File: src/rtl/ram_param_if.sv
// ram_param_if: access bus between a memory client and ram_param.
//   master -> drives load/address/data_in/rd_en/clear, observes ram_out/rd_valid/busy
//   slave  -> the RAM side of the same signals
// Ports (bus signals):
//   load     write enable
//   address  word address, ADDR_W bits
//   data_in  write data, WIDTH bits
//   rd_en    read request
//   clear    request a full clear sweep
//   ram_out  registered read data
//   rd_valid one-cycle strobe marking fresh ram_out
//   busy     clear sweep in progress, accesses are ignored
interface ram_param_if #(
  parameter int unsigned WIDTH  = 16,
  parameter int unsigned ADDR_W = 3
) ();

  logic              load;
  logic [ADDR_W-1:0] address;
  logic [WIDTH-1:0]  data_in;
  logic              rd_en;
  logic              clear;
  logic [WIDTH-1:0]  ram_out;
  logic              rd_valid;
  logic              busy;

  modport master (
    output load, address, data_in, rd_en, clear,
    input  ram_out, rd_valid, busy
  );

  modport slave (
    input  load, address, data_in, rd_en, clear,
    output ram_out, rd_valid, busy
  );

endinterface

File: src/rtl/ram_param.sv
// ram_param: parametrised single-port RAM with registered read, valid strobe,
// selectable read-during-write behaviour and a clear sequencer that sweeps
// every word to CLEAR_VALUE after reset or on request.
// Ports:
//   clk    clock, all state updates on the rising edge
//   reset  asynchronous, active-high reset; starts a fresh clear sweep
//   bus    ram_param_if.slave: load/address/data_in/rd_en/clear in,
//          ram_out/rd_valid/busy out (all outputs registered)
// Parameters:
//   WIDTH       data word width
//   ADDR_W      address width, DEPTH = 2**ADDR_W
//   WRITE_MODE  same-cycle load+rd_en: 0 returns old data, 1 returns data_in
//   CLEAR_VALUE value written to every word by the sweep
module ram_param #(
  parameter int unsigned      WIDTH       = 16,
  parameter int unsigned      ADDR_W      = 3,
  parameter int unsigned      WRITE_MODE  = 0,
  parameter logic [WIDTH-1:0] CLEAR_VALUE = '0
) (
  input  logic         clk,
  input  logic         reset,
  ram_param_if.slave   bus
);

  localparam int unsigned       DEPTH    = 1 << ADDR_W;
  localparam logic [ADDR_W-1:0] LAST_PTR = ADDR_W'(DEPTH - 1);
  localparam bit                WR_FIRST = (WRITE_MODE != 0);

  localparam logic [0:0] ST_CLEAR = 1'b0;
  localparam logic [0:0] ST_IDLE  = 1'b1;

  logic [0:0]        state,     state_nxt;
  logic [ADDR_W-1:0] ptr,       ptr_nxt;
  logic [WIDTH-1:0]  ram_out_q, ram_out_nxt;
  logic              rd_valid_q, rd_valid_nxt;
  logic              busy_q,    busy_nxt;

  logic              mem_we_c;
  logic [ADDR_W-1:0] mem_waddr_c;
  logic [WIDTH-1:0]  mem_wdata_c;
  logic [WIDTH-1:0]  rd_data_c;

  logic [WIDTH-1:0]  mem [DEPTH];

  // Read-data source: stored word, or the bypassed write data in write-first mode
  always_comb begin
    rd_data_c = mem[bus.address];
    if (WR_FIRST && bus.load) begin
      rd_data_c = bus.data_in;
    end
  end

  // Next-state, sweep pointer, memory write port and output next values
  always_comb begin
    state_nxt    = state;
    ptr_nxt      = ptr;
    ram_out_nxt  = ram_out_q;
    rd_valid_nxt = 1'b0;
    mem_we_c     = 1'b0;
    mem_waddr_c  = bus.address;
    mem_wdata_c  = bus.data_in;

    case (state)
      ST_CLEAR: begin
        // One word per cycle; accesses and further clear requests are ignored
        mem_we_c    = 1'b1;
        mem_waddr_c = ptr;
        mem_wdata_c = CLEAR_VALUE;
        ptr_nxt     = ptr + ADDR_W'(1);
        if (ptr == LAST_PTR) begin
          state_nxt = ST_IDLE;
        end
      end
      ST_IDLE: begin
        if (bus.clear) begin
          // Clear wins over any access issued in the same cycle
          state_nxt = ST_CLEAR;
          ptr_nxt   = '0;
        end else begin
          if (bus.rd_en) begin
            ram_out_nxt  = rd_data_c;
            rd_valid_nxt = 1'b1;
          end
          if (bus.load) begin
            mem_we_c = 1'b1;
          end
        end
      end
      default: begin
        state_nxt = ST_CLEAR;
        ptr_nxt   = '0;
      end
    endcase

    busy_nxt = (state_nxt == ST_CLEAR);
  end

  // State and output registers
  always_ff @(posedge clk or posedge reset) begin
    if (reset) begin
      state      <= ST_CLEAR;
      ptr        <= '0;
      ram_out_q  <= '0;
      rd_valid_q <= 1'b0;
      busy_q     <= 1'b1;
    end else begin
      state      <= state_nxt;
      ptr        <= ptr_nxt;
      ram_out_q  <= ram_out_nxt;
      rd_valid_q <= rd_valid_nxt;
      busy_q     <= busy_nxt;
    end
  end

  // Storage array; initialised only by the sweep, never by reset
  always_ff @(posedge clk) begin
    if (mem_we_c && !reset) begin
      mem[mem_waddr_c] <= mem_wdata_c;
    end
  end

  assign bus.ram_out  = ram_out_q;
  assign bus.rd_valid = rd_valid_q;
  assign bus.busy     = busy_q;

endmodule

File: src/flat_wrapper.sv
// flat-port wrapper written by rule: the top's interface ports become plain ports
module ram_param_flat 
#(
  parameter int unsigned      WIDTH       = 16,
  parameter int unsigned      ADDR_W      = 3,
  parameter int unsigned      WRITE_MODE  = 0,
  parameter logic [WIDTH-1:0] CLEAR_VALUE = '0
)
  (clk, reset, bus_load, bus_address, bus_data_in, bus_rd_en, bus_clear, bus_ram_out, bus_rd_valid, bus_busy);
  ram_param_if #(.WIDTH(WIDTH), .ADDR_W(ADDR_W)) bus_i ();
  input  logic clk;
  input  logic reset;
  input wire logic [$bits(bus_i.load)-1:0] bus_load;
  input wire logic [$bits(bus_i.address)-1:0] bus_address;
  input wire logic [$bits(bus_i.data_in)-1:0] bus_data_in;
  input wire logic [$bits(bus_i.rd_en)-1:0] bus_rd_en;
  input wire logic [$bits(bus_i.clear)-1:0] bus_clear;
  output wire logic [$bits(bus_i.ram_out)-1:0] bus_ram_out;
  output wire logic [$bits(bus_i.rd_valid)-1:0] bus_rd_valid;
  output wire logic [$bits(bus_i.busy)-1:0] bus_busy;
  assign bus_i.load = bus_load;
  assign bus_i.address = bus_address;
  assign bus_i.data_in = bus_data_in;
  assign bus_i.rd_en = bus_rd_en;
  assign bus_i.clear = bus_clear;
  assign bus_ram_out = bus_i.ram_out;
  assign bus_rd_valid = bus_i.rd_valid;
  assign bus_busy = bus_i.busy;
  ram_param #(.WIDTH(WIDTH), .ADDR_W(ADDR_W), .WRITE_MODE(WRITE_MODE), .CLEAR_VALUE(CLEAR_VALUE)) u_core (.clk(clk), .reset(reset), .bus(bus_i));
endmodule
File: config.mk
export PLATFORM = sky130hd
export DESIGN_NAME = ram_param_flat
export DESIGN_NICKNAME = d
export VERILOG_FILES = /design/src/rtl/ram_param_if.sv /design/src/rtl/ram_param.sv /design/src/flat_wrapper.sv
export SDC_FILE = /design/constraint.sdc
export NUM_CORES = 1
export LEC_CHECK = 0
export BUFFER_PORTS_ARGS = -buffer_cell sky130_fd_sc_hd__buf_2
export CAP_MARGIN = 20
export CORE_ASPECT_RATIO = 1.4
export CORE_MARGIN = 5
export CORE_UTILIZATION = 40
export CTS_BUF_LIST = sky130_fd_sc_hd__clkbuf_8
export CTS_CLUSTER_DIAMETER = 200
export DETAILED_ROUTE_END_ITERATION = 10
export GPL_TIMING_DRIVEN = 0
export PLACE_DENSITY_LB_ADDON = 0.3
export RECOVER_POWER = 100
export SYNTH_ARGS = -nofsm -noshare
export SYNTH_HDL_FRONTEND = slang
export SYNTH_SLANG_ARGS = --single-unit
File: constraint.sdc
create_clock -name clk -period 3.5 [get_ports clk]
set_input_delay 0.35 -clock clk [delete_from_list [all_inputs] [get_ports clk]]
set_output_delay 0.35 -clock clk [all_outputs]
set_load 0.005 [all_outputs]
* Word level (Yosys, flattened, before mapping)
Memories as Yosys holds them, arrays and structs flattened. A register that Yosys moved wholly into a read port is not among the register bits. Index checks and enable logic that the tools add are counted.
Word-level totals: register bits after elaboration 6, word-level logic and storage cells 29, RAM bits 128, memories kept 1, output and inout bits 18, bits of input ports 24
Operators by class: $add $sub $neg 1, reduce and logical (&&, ||, !) cells 3, eq/ne operators 2, muxes and demuxes 15, bitwise gates (word level) 3
Memories:
- u_core.mem | words 8, width 16, rd ports 1, clocked after Yosys merged registers in 1, write ports 1, line ram_param.sv:43 | logic [WIDTH-1:0] mem [DEPTH];
Operator list (number):
- $mux 16 | 1
- $mux 1 | 9
- $mux 3 | 2
- $pmux 3 s2 | 1
- $pmux 1 s2 | 2
- $add 3x1->3 const B | 1
- $eq 3x3->1 const B | 1
- $not 1->1 | 3
- $reduce_and 3->1 | 1
- $ne 2x2->1 const B | 1
- $logic_and 1x1->1 | 1
- $logic_not 1->1 | 1

* Logic depth before layout (Yosys ltp)
Gate-level depths: netlist of the first run.
word-level depth 6, mapped depth 5, gate-level depth less buffers 3

* Least setup slack after synthesis of the first run
OpenSTA, ideal clock, no wires.
kind in2reg, from input reset, to memory u_core.mem[1][0] (enable), arrival time 1935 ps, data required time 3112 ps, setup time 388 ps, setup slack 1177 ps, stages on the path 3, path through inv_1 o21ai_0 nor2_1
Between the ends: cells in the longest elaborated chain, start to end 4
RTL lines:
- start, declared | line flat_wrapper.sv:12 | input logic reset;
- $logic_not 1->1 (no source line)
- $logic_and 1x1->1 | line ram_param.sv:117 | if (mem_we_c && !reset) begin
- $mux 1 | line ram_param.sv:117
- $mux 1 (implied by the code) | line ram_param.sv:118 | mem[mem_waddr_c] <= mem_wdata_c;
- end, declared | line ram_param.sv:43
No other way between the ends.

* Worst setup path in the final report of the first run
from input reset, to memory u_core.mem[0][12] (enable)
Same word-level chain as after synthesis.

==> flow_metrics.py, run 1 <==
metrics = {
    "outcome": {
        "outcome": "completed",
    },
    "timing": {
        "layout_min_cycle_time_ns": 2.94,
        "hold_slack_ns": 0.161,
        "grt_setup_unrepaired": "no",
        "finalHoldViolCount": 0,
        "setup_violations": 0,
        "tightest_slew_ns": 1.13,
        "clock.fmax_ghz": 0.340,
        "maxSlewViolCount": 0,
        "fin_skew_ns": 0.00772,
        "period_share_pct": 84.0,
        "tns_ns": 0,
        "max_slew_margin_pct": 24.6,
    },
    "finish": {
        "final_common_cell": "edfxtp_1",
        "final_cell_mix": "edfxtp_1 (128), buf_2 (38), mux2_2 (32), mux2i_1 (32), dfrtp_1 (21)",
        "nFillCells": 1336,
        "fin_nets": 447,
        "seq_area_sq_mm": 0.00440,
        "final_cells": 625,
        "multiInputGateArea_sq_mm": 0.00146,
        "areaGrowthSynthToFinish_pct": 15.6,
        "layout-drive-gt1-share_pct": 27.9,
        "diodes": 0,
        "post-route-util_pct": 46.7,
    },
    "setup_path": {
        "critPathKind": "input pin to flip-flop",
        "crit_fanout": 14,
        "worstPathArrival_ns": 2.98,
        "cpPeakStageDelay_ns": 0.88,
        "crit_chain": "dlygate4sd3_1 -> buf_2 -> inv_1 -> o21ai_0 -> nor2_1 -> clkbuf_1",
        "r2r_cells": 5,
        "cpMaxStageDelayCell": "clkbuf_1",
        "cp_data_required_time_ns": 3.54,
        "cp-start-kind": "input pin",
        "cp-end-kind": "flip-flop",
    },
    "clock_tree": {
        "cts_root_buf": "clkbuf_8",
        "clkLatencyLatePin_ns": 0.43,
        "clk_path_buf_depth": 2,
        "numCtsBuffers": 17,
        "clk_pin_slew_ns": 0.08,
        "cts_tree": "done",
        "cts_resized": 0,
        "htreeDepth": 4,
        "clock_sinks": 150,
    },
    "grt": {
        "antenna_found_initial": 0,
        "grt_remaining_overflow": 0,
        "grt_pass1_vias": 3609,
        "gr-usage-all-layers_pct": 16.3,
        "grt_max_degree": 17,
        "grt_pass1_wl_mm": 20.9,
    },
    "routing": {
        "postRouteAntennaNets": 0,
        "first_iter_violations": 166,
        "vias": 3267,
        "vias_per_cell": 5.23,
        "post_drt_wl_per_cell_um": 22.0,
        "dr.pass1.iters": 4,
        "wl_mm": 13.7,
        "drc": 0,
    },
    "placement": {
        "place_congestion": 0.742,
        "numPortBuffers": 40,
        "hpwl_mm": 9.20,
        "placed_cells": 593,
    },
    "synthesis": {
        "yosysTopAreaCell": "edfxtp_1",
        "synth_top_area_share_pct": 64.0,
        "netlist_area_sq_mm": 0.00600,
        "synth-seq-area-share_pct": 73.2,
        "synth_area_leaders": "edfxtp_1 (64%), dfrtp_1 (8.8%), mux2_2 (6.0%)",
        "ys_types": 30,
        "syn_nets": 378,
        "synth_seq_cells": 150,
        "syn_avg_cell_area_sq_um": 17.1,
        "ys_warn_count": 0,
        "synthCells": 352,
    },
    "power_and_ir_drop": {
        "combPwrFrac_pct": 20.0,
        "p_clk_share_pct": 28.2,
        "powerDensity_mw_per_mm2": 708,
        "leakagePower_nw": 2.57,
        "total_power_w": 0.00491,
        "power.internal_w": 0.00354,
        "switching_share_pct": 27.9,
        "p_sw_w": 0.00137,
        "ir_worst_vdd_mv": 0.238,
        "power_frac_seq_pct": 51.8,
    },
    "floorplanning": {
        "pin_count": 42,
        "fp.dieW_um": 114,
        "start_util_pct": 40.4,
        "die_h_um": 155,
        "core_area_sq_mm": 0.0149,
        "rows": 53,
        "dieArea_sq_mm": 0.0176,
    },
    "job": {
        "max_cap_viol_count": 0,
    },
    "min_path": {
        "hold_depth": 2,
        "holdCritPathClass": "input pin to flip-flop",
    },
}
## Yosys cell counts
library cell	count
nor4bb_1	1
inv_1	4
dfrtp_1	21
o22ai_1	16
a22o_1	16
a21oi_1	1
edfxtp_1	128
buf_2	7
dfstp_2	1
o2bb2ai_1	2
a21o_1	2
a2bb2oi_1	2
o31ai_2	11
clkbuf_1	6
buf_6	3
o21ai_0	2
nor2_1	12
nor2b_1	3
and2_1	16
a22oi_1	2
o31ai_1	5
nand3b_1	1
mux2i_1	32
nand2b_1	1
and4b_1	1
nand2_1	19
ha_1	2
mux2_2	32
buf_4	2
buf_8	1
## final cells by class
type / instances / share of cell area (%)
clock buffers: 17 / 3.37
repair buffers: 50 / 4.24
flip-flops and latches: 150 / 63.3
inverters: 4 / 0.216
plain buffers: 19 / 1.73
multi-input cells: 179 / 21.0
clock inverters: 14 / 2.69
well taps: 192 / 3.46
## stage by stage
stage | setup slack, ns | area (sq um)
4_1_cts | 0.770 | 7030
2_1_floorplan | 1.18 | 6000
5_1_grt | 0.421 | 6940
3_3_place_gp | -0.204 | 6440
6_report | 0.561 | 6940
3_5_place_dp | 0.879 | 6600
## critical path, delay by kind of cell
kind                   cells  cell delay [ns]
AO/OA/AOI/OAI              1             0.35
buffers and inverters      4             1.95
AND/OR/NAND/NOR            1             0.34
## power groups by stage
stage               combinational (W)  sequential [W]  clock (W)
finish                       0.000980         0.00254    0.00139
global route                  0.00108         0.00258    0.00150
CTS                           0.00106         0.00254    0.00141
detailed placement            0.00106         0.00258          0
global placement             0.000922         0.00257          0
floorplan                    0.000598         0.00255          0
## flip-flops by register name, summed over array words and instances, names as in the netlist
signal / cells
u_core.bus.busy: 1
u_core.bus.ram_out: 16
u_core.bus.rd_valid: 1
u_core.mem: 128
u_core.ptr: 3
u_core.state: 1
## logic make-up (layout without fill, tap and decap cells)
group | count (synthesis) | after routing | synth area share [%]
flip-flops | 150 | 150 | 73.2
multiplexers | 64 | 64 | 11.3
AO/OA/AOI/OAI | 59 | 59 | 8.26
AND/OR/NAND/NOR | 54 | 54 | 4.48
buffers and inverters | 23 | 104 | 2.27
adder cells (fa/ha/maj) | 2 | 2 | 0.417
## per-layer routing
metal / GRT usage, % / routed length (um)
met1: 17.9 / 5330
met2: 30.8 / 7670
met3: 3.81 / 501
met4: 5.15 / 233
met5: 0 / 0
## final timing paths
check | startpoint | endpoint | slack (ns)
worst max-delay path | reset | u_core.mem[0][12]$_DFFE_PP_ | 0.56
worst min-delay path | bus_clear | u_core.ptr[1]$_DFFE_PP0P_ | 0.16
worst max register to register | u_core.state$_DFF_PP0_ | u_core.mem[0][12]$_DFFE_PP_ | 0.65
worst min register to register | u_core.bus.ram_out[14]$_DFFE_PP0P_ | u_core.bus.ram_out[14]$_DFFE_PP0P_ | 0.49
max in group asynchronous | reset | u_core.bus.ram_out[12]$_DFFE_PP0P_ | 1.82
min in group asynchronous | reset | u_core.ptr[1]$_DFFE_PP0P_ | 0.52
## repair_timing
| action | 4_1_cts | 5_1_grt |
|---|---|---|
| buffers inserted | 0 | 0 |
| hold endpoints to repair | 3 | 0 |
| hold buffers | 1 | 0 |
No activity file was read; power rests on OpenSTA's default activity.
==> run 2, diff against run 1 <==
==> constraint.sdc (replaced) <==
create_clock -name clk -period 2.8 [get_ports clk]
set_input_delay 0.28 -clock clk [delete_from_list [all_inputs] [get_ports clk]]
set_output_delay 0.28 -clock clk [all_outputs]
set_load 0.005 [all_outputs]
==> run 2 against run 1 <==
  * Combinational power is 24% higher
  * Largest cell class unchanged
  * Sequential share of layout area grew 0.10 points
  * Largest power group unchanged
  * Highest routed layer unchanged
  * Global-route usage is the same
==> flow_metrics.py, run 2 (synthesis gave the netlist of run 1 again) <==
metrics = {
    "floorplanning": {
        "dieArea_sq_mm": 0.0176,
        "rows": 53,
        "die_h_um": 155,
        "fp.dieW_um": 114,
        "core_area_sq_mm": 0.0149,
        "start_util_pct": 40.4,
        "pin_count": 42,
    },
    "placement": {
        "place_congestion": 0.742,
        "place_ws_ns": 0.249,
        "hpwl_mm": 9.20,
        "place_area_sq_mm": 0.00660,
        "numPortBuffers": 40,
    },
    "clock_tree": {
        "postCtsSetupBuffers": 0,
        "clk_path_buf_depth": 2,
        "cts_root_buf": "clkbuf_8",
        "cts_tree": "done",
        "clock_sinks": 150,
        "clk_pin_slew_ns": 0.08,
        "clkLatencyLatePin_ns": 0.43,
        "htreeDepth": 4,
        "numCtsBuffers": 17,
    },
    "finish": {
        "diodes": 0,
        "final_common_cell": "edfxtp_1",
        "max_flop_register": "u_core.mem",
        "fin_nets": 447,
        "seq_area_sq_mm": 0.00440,
        "final_cell_mix": "edfxtp_1 (128), buf_2 (38), mux2_2 (32), mux2i_1 (32), dfrtp_1 (21)",
        "layout-drive-gt1-share_pct": 29.6,
        "multiInputGateArea_sq_mm": 0.00147,
        "largest_register_ffs": 128,
        "areaGrowthSynthToFinish_pct": 15.4,
        "design_area_sq_mm": 0.00693,
        "nFillCells": 1335,
    },
    "timing": {
        "fin_ws_ns": 0.136,
        "layout_min_cycle_time_ns": 2.66,
        "tightest_slew_ns": 0.850,
        "tns_ns": 0,
        "hold_slack_ns": 0.0868,
        "period_share_pct": 95.1,
        "clock.fmax_ghz": 0.375,
        "setup_violations": 0,
        "grt_setup_unrepaired": "no",
        "finalHoldViolCount": 0,
        "max_slew_margin_pct": 43.3,
        "maxSlewViolCount": 0,
        "fin_skew_ns": 0.00784,
    },
    "setup_path": {
        "cpMaxStageDelayCell": "nor2_2",
        "crit_family": "buffers and inverters",
        "crit_fanout": 13,
        "cp-start-kind": "input pin",
        "path_depth": 6,
        "cpPeakStageDelay_ns": 0.59,
        "rr_startpoint": "u_core.state$_DFF_PP0_",
        "critPathKind": "input pin to flip-flop",
        "r2r_end": "u_core.mem[2][11]$_DFFE_PP_",
        "cp-end-kind": "flip-flop",
        "path_buf_inv": 4,
        "r2r_cells": 5,
        "cp_data_required_time_ns": 2.90,
        "crit_chain": "dlygate4sd3_1 -> buf_2 -> inv_1 -> o21ai_0 -> nor2_2 -> clkbuf_2",
        "endpoint": "u_core.mem[5][10]$_DFFE_PP_",
        "worstPathArrival_ns": 2.76,
        "rrSetupSlack_ns": 0.22,
        "crit_path_start": "reset",
    },
    "job": {
        "max_cap_viol_count": 0,
    },
    "power_and_ir_drop": {
        "p_sw_w": 0.00173,
        "switching_share_pct": 28.1,
        "ir_worst_vdd_mv": 0.296,
        "p_clk_share_pct": 28.3,
        "combPwrFrac_pct": 19.9,
        "power_frac_seq_pct": 51.8,
        "powerDensity_mw_per_mm2": 886,
        "leakagePower_nw": 2.57,
        "power.internal_w": 0.00441,
    },
    "grt": {
        "antenna_found_initial": 0,
        "gr-usage-all-layers_pct": 16.3,
        "grt_pass1_wl_mm": 20.9,
        "grt_pass1_vias": 3609,
        "grt_remaining_overflow": 0,
        "grt_max_degree": 17,
    },
    "outcome": {
        "outcome": "completed",
    },
    "routing": {
        "first_iter_violations": 161,
        "post_drt_wl_per_cell_um": 22.0,
        "dr.pass1.iters": 4,
        "wl_mm": 13.7,
        "drc": 0,
        "postRouteAntennaNets": 0,
        "vias_per_cell": 5.24,
        "vias": 3273,
    },
    "min_path": {
        "holdCritPathClass": "input pin to flip-flop",
    },
}
run 2: cell types whose count changed in the layout (fill, tap and decap cells not counted):
cell / previous run / this run
buf_6: 5 / 4
nor2_1: 12 / 7
buf_8: 5 / 3
clkbuf_2: 0 / 5
nor2_2: 0 / 5
clkbuf_1: 18 / 16
run 2: worst min path at each step:
stage / startpoint / depth (start not counted) / end
2_1_floorplan: reset / 1 / u_core.bus.ram_out[0]$_DFFE_PP0P_
3_3_place_gp: u_core.bus.ram_out[0]$_DFFE_PP0P_ / 2 / u_core.bus.ram_out[0]$_DFFE_PP0P_
3_5_place_dp: reset / 2 / u_core.state$_DFF_PP0_
4_1_cts: bus_clear / 2 / u_core.ptr[1]$_DFFE_PP0P_
5_1_grt: bus_clear / 2 / u_core.ptr[1]$_DFFE_PP0P_
6_report: bus_clear / 2 / u_core.ptr[1]$_DFFE_PP0P_
run 2: layout make-up:
class | count | share of cell area (%)
Sequential cell | 150 | 63.4
Multi-Input combinational cell | 179 | 21.2
Timing Repair Buffer | 50 | 3.90
Tap cell | 192 | 3.47
Clock buffer | 17 | 3.38
Clock inverter | 14 | 2.69
Buffer | 19 | 1.73
Inverter | 4 | 0.217
run 2: per-stage QoR:
stage	power (W)	cells	util, %
CTS	0.00627	625	47.3
global route	0.00644	625	46.6
global placement	0.00437	584	43.4
finish	0.00614	625	46.6
floorplan	0.00394	352	-
detailed placement	0.00454	593	44.4
run 2: power groups by stage:
| stage | clock network, W | logic [W] | registers, W |
|---|---|---|---|
| global route | 0.00187 | 0.00135 | 0.00322 |
| floorplan | 0 | 0.000748 | 0.00319 |
| detailed placement | 0 | 0.00132 | 0.00322 |
| CTS | 0.00177 | 0.00133 | 0.00318 |
| global placement | 0 | 0.00115 | 0.00321 |
| finish | 0.00174 | 0.00122 | 0.00318 |
run 2: routing by layer:
layer | share of wire, % | GRT usage, %
met1 | 39 | 17.9
met2 | 56 | 30.8
met3 | 3.5 | 3.81
met4 | 1.5 | 5.15
met5 | 0 | 0
run 2: repair_timing:
item	4_1_cts	5_1_grt
gates resized for setup	0	0
endpoints found under the setup margin	0	0
endpoints found under the hold margin	9	0
hold buffers	1	0
==> run 3, diff against run 2 <==
--- a/config.mk
+++ b/config.mk
@@ -5,6 +5,7 @@
 export SDC_FILE = /design/constraint.sdc
 export NUM_CORES = 1
 export LEC_CHECK = 0
+export ABC_CLOCK_PERIOD_IN_PS = 2800
 export BUFFER_PORTS_ARGS = -buffer_cell sky130_fd_sc_hd__buf_2
 export CAP_MARGIN = 20
 export CORE_ASPECT_RATIO = 1.4
@@ -14,6 +15,7 @@
 export CTS_CLUSTER_DIAMETER = 200
 export DETAILED_ROUTE_END_ITERATION = 10
 export GPL_TIMING_DRIVEN = 0
+export HOLD_SLACK_MARGIN = 0.15
 export PLACE_DENSITY_LB_ADDON = 0.3
 export RECOVER_POWER = 100
 export SYNTH_ARGS = -nofsm -noshare
==> run 3 against run 2 <==
  * Design area grew 0.14%
  * Sequential share of layout area decreased by 0.092 points
  * Setup slack got worse by 0.0079 ns
  * Count of clock-buffer cells in the layout unchanged
  * Die area unchanged
  * Total power is essentially flat
  * Final cell count increased by 0.16%
  * Critical path depth is the same
  * Critical path type unchanged
  * Critical endpoint is now u_core.mem[5][4]$_DFFE_PP_
  * Highest routed layer unchanged
==> flow_metrics.py, run 3 (synthesis gave the netlist of run 1 again) <==
metrics = {
    "timing": {
        "layout_min_cycle_time_ns": 2.67,
        "setup_violations": 0,
        "fin_ws_ns": 0.128,
        "period_share_pct": 95.4,
        "hold_slack_ns": 0.382,
        "clock.fmax_ghz": 0.374,
        "finalHoldViolCount": 0,
        "maxSlewViolCount": 0,
        "fin_skew_ns": 0.00775,
        "grt_setup_unrepaired": "no",
        "tightest_slew_ns": 0.855,
        "max_slew_margin_pct": 43.0,
        "tns_ns": 0,
    },
    "min_path": {
        "holdCritPathClass": "input pin to flip-flop",
    },
    "grt": {
        "grt_remaining_overflow": 0,
        "antenna_found_initial": 0,
        "grt_pass1_wl_mm": 20.9,
        "grt_max_degree": 17,
        "gr-usage-all-layers_pct": 16.3,
        "grt_pass1_vias": 3606,
    },
    "setup_path": {
        "cp-start-kind": "input pin",
        "cpMaxStageDelayCell": "nor2_2",
        "crit_chain": "dlygate4sd3_1 -> buf_2 -> inv_1 -> o21ai_0 -> nor2_2 -> clkbuf_2",
        "cp_data_required_time_ns": 2.90,
        "crit_family": "buffers and inverters",
        "worstPathArrival_ns": 2.77,
        "cp-end-kind": "flip-flop",
        "critPathKind": "input pin to flip-flop",
        "crit_fanout": 13,
        "cpPeakStageDelay_ns": 0.59,
        "path_buf_inv": 4,
    },
    "routing": {
        "dr.pass1.iters": 4,
        "vias_per_cell": 5.22,
        "first_iter_violations": 136,
        "post_drt_wl_per_cell_um": 21.9,
        "drc": 0,
        "wl_mm": 13.7,
        "postRouteAntennaNets": 0,
        "vias": 3270,
    },
    "floorplanning": {
        "fp.dieW_um": 114,
        "dieArea_sq_mm": 0.0176,
        "core_area_sq_mm": 0.0149,
        "rows": 53,
        "die_h_um": 155,
        "start_util_pct": 40.4,
        "pin_count": 42,
    },
    "power_and_ir_drop": {
        "switching_share_pct": 28.1,
        "leakagePower_nw": 2.57,
        "powerDensity_mw_per_mm2": 885,
        "ir_worst_vdd_mv": 0.297,
        "power.internal_w": 0.00441,
        "p_sw_w": 0.00173,
        "p_clk_share_pct": 28.3,
        "power_frac_seq_pct": 51.8,
        "combPwrFrac_pct": 20.0,
    },
    "finish": {
        "areaGrowthSynthToFinish_pct": 15.6,
        "largest_register_ffs": 128,
        "final_common_cell": "edfxtp_1",
        "nFillCells": 1335,
        "final_cell_mix": "edfxtp_1 (128), buf_2 (38), mux2_2 (32), mux2i_1 (32), dfrtp_1 (21)",
        "max_flop_register": "u_core.mem",
        "multiInputGateArea_sq_mm": 0.00147,
        "layout-drive-gt1-share_pct": 29.5,
        "diodes": 0,
        "seq_area_sq_mm": 0.00440,
        "fin_nets": 448,
    },
    "outcome": {
        "outcome": "completed",
    },
    "clock_tree": {
        "cts_tree": "done",
        "clk_path_buf_depth": 2,
        "numCtsBuffers": 17,
        "clock_sinks": 150,
        "clkLatencyLatePin_ns": 0.43,
        "htreeDepth": 4,
        "cts_root_buf": "clkbuf_8",
        "postCtsSetupBuffers": 0,
        "clk_pin_slew_ns": 0.08,
    },
    "placement": {
        "place_congestion": 0.742,
        "place_ws_ns": 0.249,
        "hpwl_mm": 9.20,
        "numPortBuffers": 40,
    },
    "job": {
        "max_cap_viol_count": 0,
    },
}
==> run 3: cell types whose count changed in the layout (fill, tap and decap cells not counted), sizes merged <==
cell         change
dlygate4sd3      +1
==> run 3: per-layer routing <==
layer	vias to the layer above	GRT usage (%)	wire length (um)
li1	1514	-	-
met1	1672	18.0	5320
met2	65	30.8	7740
met3	19	3.70	430
met4	0	5.15	231
met5	-	0	0
==> run 3: final cells by class <==
type                       count  share of cell area (%)
tap                          192                    3.46
buffer                        19                    1.73
clock buffer                  17                    3.37
timing repair buffer          51                    4.04
multi-input combinational    179                    21.2
inverter                       4                   0.216
clock inverter                14                    2.69
sequential                   150                    63.3
==> run 3: worst min-delay path: stages <==
cell      delay [ns]
buf_2           0.10
nand3b_1        0.27
o31ai_1         0.12
==> run 3: repair_timing <==
| action | CTS | global route |
|---|---|---|
| gates resized for setup | 0 | 0 |
| hold buffers | 2 | 0 |
| endpoints found under the hold margin | 11 | 0 |
==> run 3: final timing paths <==
kind / depth (start not counted) / slack (ns) / endpoint / from
worst max register to register: 5 / 0.23 / u_core.mem[2][11]$_DFFE_PP_ / u_core.state$_DFF_PP0_
worst max-delay path: 6 / 0.13 / u_core.mem[5][4]$_DFFE_PP_ / reset
min in group asynchronous: 3 / 0.44 / u_core.ptr[1]$_DFFE_PP0P_ / reset
worst min register to register: 2 / 0.49 / u_core.bus.ram_out[14]$_DFFE_PP0P_ / u_core.bus.ram_out[14]$_DFFE_PP0P_
max in group asynchronous: 4 / 1.20 / u_core.bus.ram_out[12]$_DFFE_PP0P_ / reset
worst min-delay path: 3 / 0.38 / u_core.bus.ram_out[6]$_DFFE_PP0P_ / bus_rd_en
==> run 3: metrics by stage <==
step                      power, W  cells  area, sq um  util [%]
final                      0.00614    626         6940      46.7
after global routing       0.00644    626         6940      46.7
after CTS                  0.00627    626         7040      47.4
after detailed placement   0.00454    593         6600      44.4
after global placement     0.00437    584         6440      43.4
after floorplan            0.00394    352         6000         -
==> run 3: power by group through the flow <==
stage / combinational [W] / sequential [W] / clock [W]
after global routing: 0.00135 / 0.00322 / 0.00187
after global placement: 0.00115 / 0.00321 / 0
final: 0.00123 / 0.00318 / 0.00174
after detailed placement: 0.00132 / 0.00322 / 0
after floorplan: 0.000748 / 0.00319 / 0
after CTS: 0.00133 / 0.00318 / 0.00177
